## src/rtl/calc_pkg.sv

```systemverilog
// Shared constants, FSM state type and digit formatting helper for the
// calculator display path (also used by the segment7 decoder).
package calc_pkg;

  localparam int VAL_W = 14;
  localparam int NDIG  = 5;
  localparam int BCD_W = 16;

  localparam logic [3:0] DIG_BLANK = 4'd10;
  localparam logic [3:0] DIG_MINUS = 4'd11;

  typedef enum logic [1:0] {
    IDLE,
    CONVERT,
    FORMAT
  } state_t;

  // Turns four BCD nibbles plus a sign into five display codes: positions
  // above the most significant nonzero digit are blanked, digit0 always
  // shows a numeral, and a minus sits just above the leading digit.
  function automatic logic [NDIG*4-1:0] format_digits(input logic [BCD_W-1:0] bcd,
                                                       input logic sign);
    logic [NDIG*4-1:0] res;
    int msd;
    msd = 0;
    for (int i = 1; i < 4; i++) begin
      if (bcd[i*4 +: 4] != 4'd0) msd = i;
    end
    res = {DIG_BLANK, bcd};
    for (int i = 1; i < 4; i++) begin
      if (i > msd) res[i*4 +: 4] = DIG_BLANK;
    end
    if (sign) res[(msd+1)*4 +: 4] = DIG_MINUS;
    return res;
  endfunction

endpackage

```

## src/rtl/bcd_adj3.sv

```systemverilog
// Double-dabble correction for one BCD nibble: add 3 when the nibble is 5
// or more so the following left shift carries correctly into the next digit.
module bcd_adj3 (
  input  logic [3:0] nibble_in,
  output logic [3:0] nibble_out
);

  // Conditional add-3, purely combinational
  always_comb begin
    nibble_out = nibble_in;
    if (nibble_in >= 4'd5) nibble_out = nibble_in + 4'd3;
  end

endmodule

```

## src/rtl/display_formatter.sv

```systemverilog
// Converts a signed 14-bit result into five display codes (digits, blank,
// minus) using a 14-step serial double-dabble conversion.
module display_formatter
  import calc_pkg::*;
(
  input  logic             clk,
  input  logic             reset,
  input  logic             start,
  input  logic [VAL_W-1:0] value,
  output logic             busy,
  output logic             done,
  output logic [3:0]       digit0,
  output logic [3:0]       digit1,
  output logic [3:0]       digit2,
  output logic [3:0]       digit3,
  output logic [3:0]       digit4
);

  state_t            state;
  logic              sign;
  logic [VAL_W-1:0]  mag;
  logic [BCD_W-1:0]  bcd;
  logic [BCD_W-1:0]  bcd_adj;
  logic [3:0]        count;
  logic [NDIG*4-1:0] fmt;

  // One add-3 corrector per BCD nibble
  for (genvar g = 0; g < 4; g++) begin : g_adj
    bcd_adj3 u_adj (
      .nibble_in (bcd[g*4 +: 4]),
      .nibble_out(bcd_adj[g*4 +: 4])
    );
  end

  assign fmt = format_digits(bcd, sign);

  // Conversion FSM: capture on start, shift 14 times, then publish digits
  always_ff @(posedge clk) begin
    if (reset) begin
      state  <= IDLE;
      busy   <= 1'b0;
      done   <= 1'b0;
      sign   <= 1'b0;
      mag    <= '0;
      bcd    <= '0;
      count  <= '0;
      digit0 <= 4'd0;
      digit1 <= DIG_BLANK;
      digit2 <= DIG_BLANK;
      digit3 <= DIG_BLANK;
      digit4 <= DIG_BLANK;
    end else begin
      case (state)
        IDLE: begin
          done <= 1'b0;
          if (start) begin
            sign  <= value[VAL_W-1];
            mag   <= value[VAL_W-1] ? (~value + 14'd1) : value;
            bcd   <= '0;
            count <= '0;
            busy  <= 1'b1;
            state <= CONVERT;
          end
        end
        CONVERT: begin
          {bcd, mag} <= {bcd_adj, mag} << 1;
          count      <= count + 4'd1;
          if (count == 4'd13) state <= FORMAT;
        end
        FORMAT: begin
          {digit4, digit3, digit2, digit1, digit0} <= fmt;
          done  <= 1'b1;
          busy  <= 1'b0;
          state <= IDLE;
        end
        default: begin
          state <= IDLE;
          busy  <= 1'b0;
          done  <= 1'b0;
        end
      endcase
    end
  end

endmodule
```

## config.mk

```make
export PLATFORM = sky130hd
export DESIGN_NAME = display_formatter
export DESIGN_NICKNAME = d
export VERILOG_FILES = /design/src/rtl/calc_pkg.sv /design/src/rtl/bcd_adj3.sv /design/src/rtl/display_formatter.sv
export SDC_FILE = /design/constraint.sdc
export NUM_CORES = 1
export LEC_CHECK = 0
export CAP_MARGIN = 20
export CORE_UTILIZATION = 54
export DETAILED_ROUTE_END_ITERATION = 8
export PLACE_DENSITY = 0.9
export SLEW_MARGIN = 40
export SYNTH_ARGS = -nofsm -noshare
export SYNTH_HDL_FRONTEND = slang
export SYNTH_SLANG_ARGS = --single-unit
```

## constraint.sdc

```tcl
create_clock -name clk -period 2.45 [get_ports clk]
set_input_delay 0.49 -clock clk [delete_from_list [all_inputs] [get_ports clk]]
set_output_delay 0.49 -clock clk [all_outputs]
set_load 0.005 [all_outputs]
```

==> impl_metrics.json <==
{
  "routabilityCongestion": 0.810,
  "clk_latency_ns": 0.34,
  "clockRootBuffer": "clkbuf_8",
  "whs_ns": 0.454,
  "synthCells": 323,
  "layout-drive-gt1-share": 0.118,
  "fin_crit_sh": 0.906,
  "firstDrtPassIters": 5,
  "synth_edf_count": 0,
  "setup_ws_ns": 0.231,
  "grtUsageTotal": 0.246,
  "io_pins": 39,
  "synthAdderAreaFrac": 0.0499,
  "min_path_type": "flip-flop to flip-flop",
  "cp_max_fo": 4,
  "rows": 25,
  "hold_buffers": 0,
  "status": "finished clean",
  "maxSlewViolCount": 0,
  "rsz0062_at_grt": "false",
  "wl_per_cell_um": 13.9,
  "slowest_delay_ns": 0.46,
  "synth_seq_area_share": 0.414,
  "tns_ns": 0,
  "post_cts_buffers": 0,
  "vias": 2546,
  "drc_errors": 0,
  "setup_violations": 0,
  "cpMaxStageDelayCell": "clkdlybuf4s50_1",
  "drv_cap": 0,
  "dp_hpwl_mm": 4.30,
  "power_density_nw_per_um2": 616,
  "clockBufferDepth": 2,
  "antenna_cells": 0,
  "async_reset_ff_frac": 0,
  "rrSetupSlack_ns": 0.60,
  "synth_top_family_by_area": "compound AO/OA/AOI/OAI gates",
  "syn_area_um2": 2760,
  "cts_inserted_buffers": 9,
  "grt_pass1_wl_mm": 10.2,
  "start_util": 0.572,
  "grt_max_degree": 24,
  "synth_fp_nets": 351,
  "utilization": 0.723,
  "grt_overflow": 0,
  "place_inst": 425,
  "path_delay_family": "buffers and inverters",
  "antenna_found_initial": 0,
  "hold_end": "digit4[0]",
  "port_buffers": 37,
  "finalNetCount": 397,
  "via_per_inst": 5.77,
  "cts_tree": "yes",
  "worst_slew_pin_slew_ns": 0.653,
  "cp-start-kind": "primary input",
  "dp_slack_ns": -0.127,
  "layout.cells.non_filler": 441,
  "yosys.area.top_type": "dfxtp_1",
  "period_needed_ns": 2.22,
  "die_x_um": 73.5,
  "hold_depth": 2,
  "crit_chain": "clkdlybuf4s50_1, inv_1, ha_1, or3b_1, buf_4, o41ai_1, xor2_1, o22ai_1",
  "synth_compound_area_frac": 0.215,
  "synth-simple-area-share": 0.191,
  "yosys.area.top_type_share": 0.414,
  "cp-end-kind": "flip-flop",
  "hold_viol": 0,
  "p_leak_nw": 1.33,
  "r2r_start": "bcd[9]",
  "drt_iter0_drc": 115,
  "areaGrowthSynthToFinish_pct": 26.3,
  "r2r_end": "digit1[0]",
  "die_h_um": 73.5,
  "peakVddDrop_mv": 0.290,
  "core_um2": 4820,
  "arrival_ns": 2.43,
  "drtAntennaViolNets": 0,
  "avgSynthCellArea_um2": 8.54,
  "clock_sinks": 57,
  "dieArea_um2": 5400,
  "relSlewSlack": 0.563,
  "first_global_vias": 2361,
  "rr_worst_depth": 6,
  "h-tree-depth": 3,
  "critPathBufInv": 3,
  "yosys-top-cells-area": "dfxtp_1 41%, ha_1 5.0%, a21oi_1 4.9%",
  "synth_xor_area_frac": 0.0508,
  "critPathKind": "primary input to flip-flop",
  "ys_seq_elements": 57,
  "worstHoldStart": "digit4[0]",
  "muxShareOfSynthArea": 0.0259,
  "nFillCells": 388,
  "synth_top_flop_cell": "dfxtp_1",
  "required_ns": 2.66,
  "fin_skew_ns": 0.00816,
  "cts.clk_slew.worst_paths_ns": 0.07,
  "drt-total-wl_mm": 6.15,
  "yosys_warnings": 0,
  "ys_types": 46,
  "ctsResizeCount": 0,
  "fmax_mhz": 451
}
-- state kept, by name, summed over array words and instances (netlist names) --
| signal | cells |
|---|---|
| done | 1 |
| digit3 | 4 |
| digit2 | 4 |
| busy | 1 |
| count | 4 |
| sign | 1 |
| state | 2 |
| mag | 14 |
| digit4 | 2 |
| digit1 | 4 |
| bcd | 16 |
| digit0 | 4 |
-- how the worst max path moves through the flow --
stage	start	endpoint	cells past startpoint
global placement	value[0]	mag[12]	7
detailed placement	value[0]	mag[10]	8
floorplan	value[1]	mag[12]	6
global route	value[0]	mag[11]	5
finish	value[0]	mag[10]	8
CTS	value[0]	mag[10]	8
-- cells by family (layout without fill, tap and decap cells) --
family / after synthesis / after routing
AND/OR/NAND/NOR: 106 / 106
buffers and inverters: 35 / 86
other: 1 / 1
adder cells (fa/ha/maj): 11 / 11
flip-flops: 57 / 57
XOR/XNOR: 16 / 16
AO/OA/AOI/OAI: 90 / 90
multiplexers: 7 / 7
-- synthesized netlist by cell type (8+ instances only) --
master	number
o21ai_0	12
ha_1	11
a21oi_1	27
nor3_1	9
o22ai_1	9
nand2b_1	8
nand2_1	25
nor2_1	31
a22oi_1	14
inv_1	14
clkbuf_1	15
a22o_1	8
dfxtp_1	57
nand3_1	8
xor2_1	10
-- through the flow --
| stage | cell area, µm² | power (mW) |
|---|---|---|
| after global placement | 3260 | 1.19 |
| after detailed placement | 3260 | 1.20 |
| final | 3480 | 2.14 |
| after global routing | 3480 | 2.21 |
| after CTS | 3480 | 2.15 |
| after floorplan | 2760 | 1.11 |
-- cells in the final DEF, fill, tap and decap left out, types with 2 or more instances in the layout --
cell,n
nor2b_1,3
ha_1,11
clkbuf_8,9
nand2b_1,8
buf_4,19
nor3_1,9
o31a_1,2
a22oi_1,14
or4_1,2
or3_1,6
inv_1,14
o21bai_1,2
a31oi_1,2
clkinv_4,2
o31ai_1,4
bufinv_16,2
clkinv_2,2
nor3b_1,3
a2111oi_0,2
nand2_1,25
or2_2,4
nor2_1,31
a211oi_1,2
nand3_1,8
xor2_1,10
clkdlybuf4s50_1,37
o22ai_1,9
mux2i_1,6
o21ai_0,12
a21oi_1,27
xnor2_1,6
a22o_1,8
dfxtp_1,57
-- cell type report --
class                           count  area [µm²]  share of cell area
Sequential cell                    57        1140               0.328
Multi-Input combinational cell    231        1470               0.423
Timing Repair Buffer               56         513               0.147
Clock buffer                        9         124              0.0356
Inverter                           14        52.6              0.0151
Clock inverter                      7        95.1              0.0273
Tap cell                           67        83.8              0.0241
-- tightest hold or removal path, delay by kind of cell, from the launching register on --
family	cells	cell delay, ns
and+or+nand+nor	1	0.05
AOI/OAI and AO/OA	1	0.05
DFF	1	0.31
-- per-layer routing --
| layer | up-vias | global-route usage | wire length (µm) |
|---|---|---|---|
| li1 | 1241 | - | - |
| met5 | - | 0 | 0 |
| met1 | 1199 | 0.279 | 2550 |
| met2 | 94 | 0.443 | 3120 |
| met4 | 0 | 0.126 | 112 |
| met3 | 12 | 0.0398 | 363 |
-- power breakdown --
| group | internal (mW) | leakage (nW) | switching, mW |
|---|---|---|---|
| sequential | 0.955 | 0.463 | 0.0226 |
| combinational | 0.0911 | 0.760 | 0.114 |
| clock | 0.571 | 0.109 | 0.391 |
Note: power is estimated with default switching activity, not from simulation.
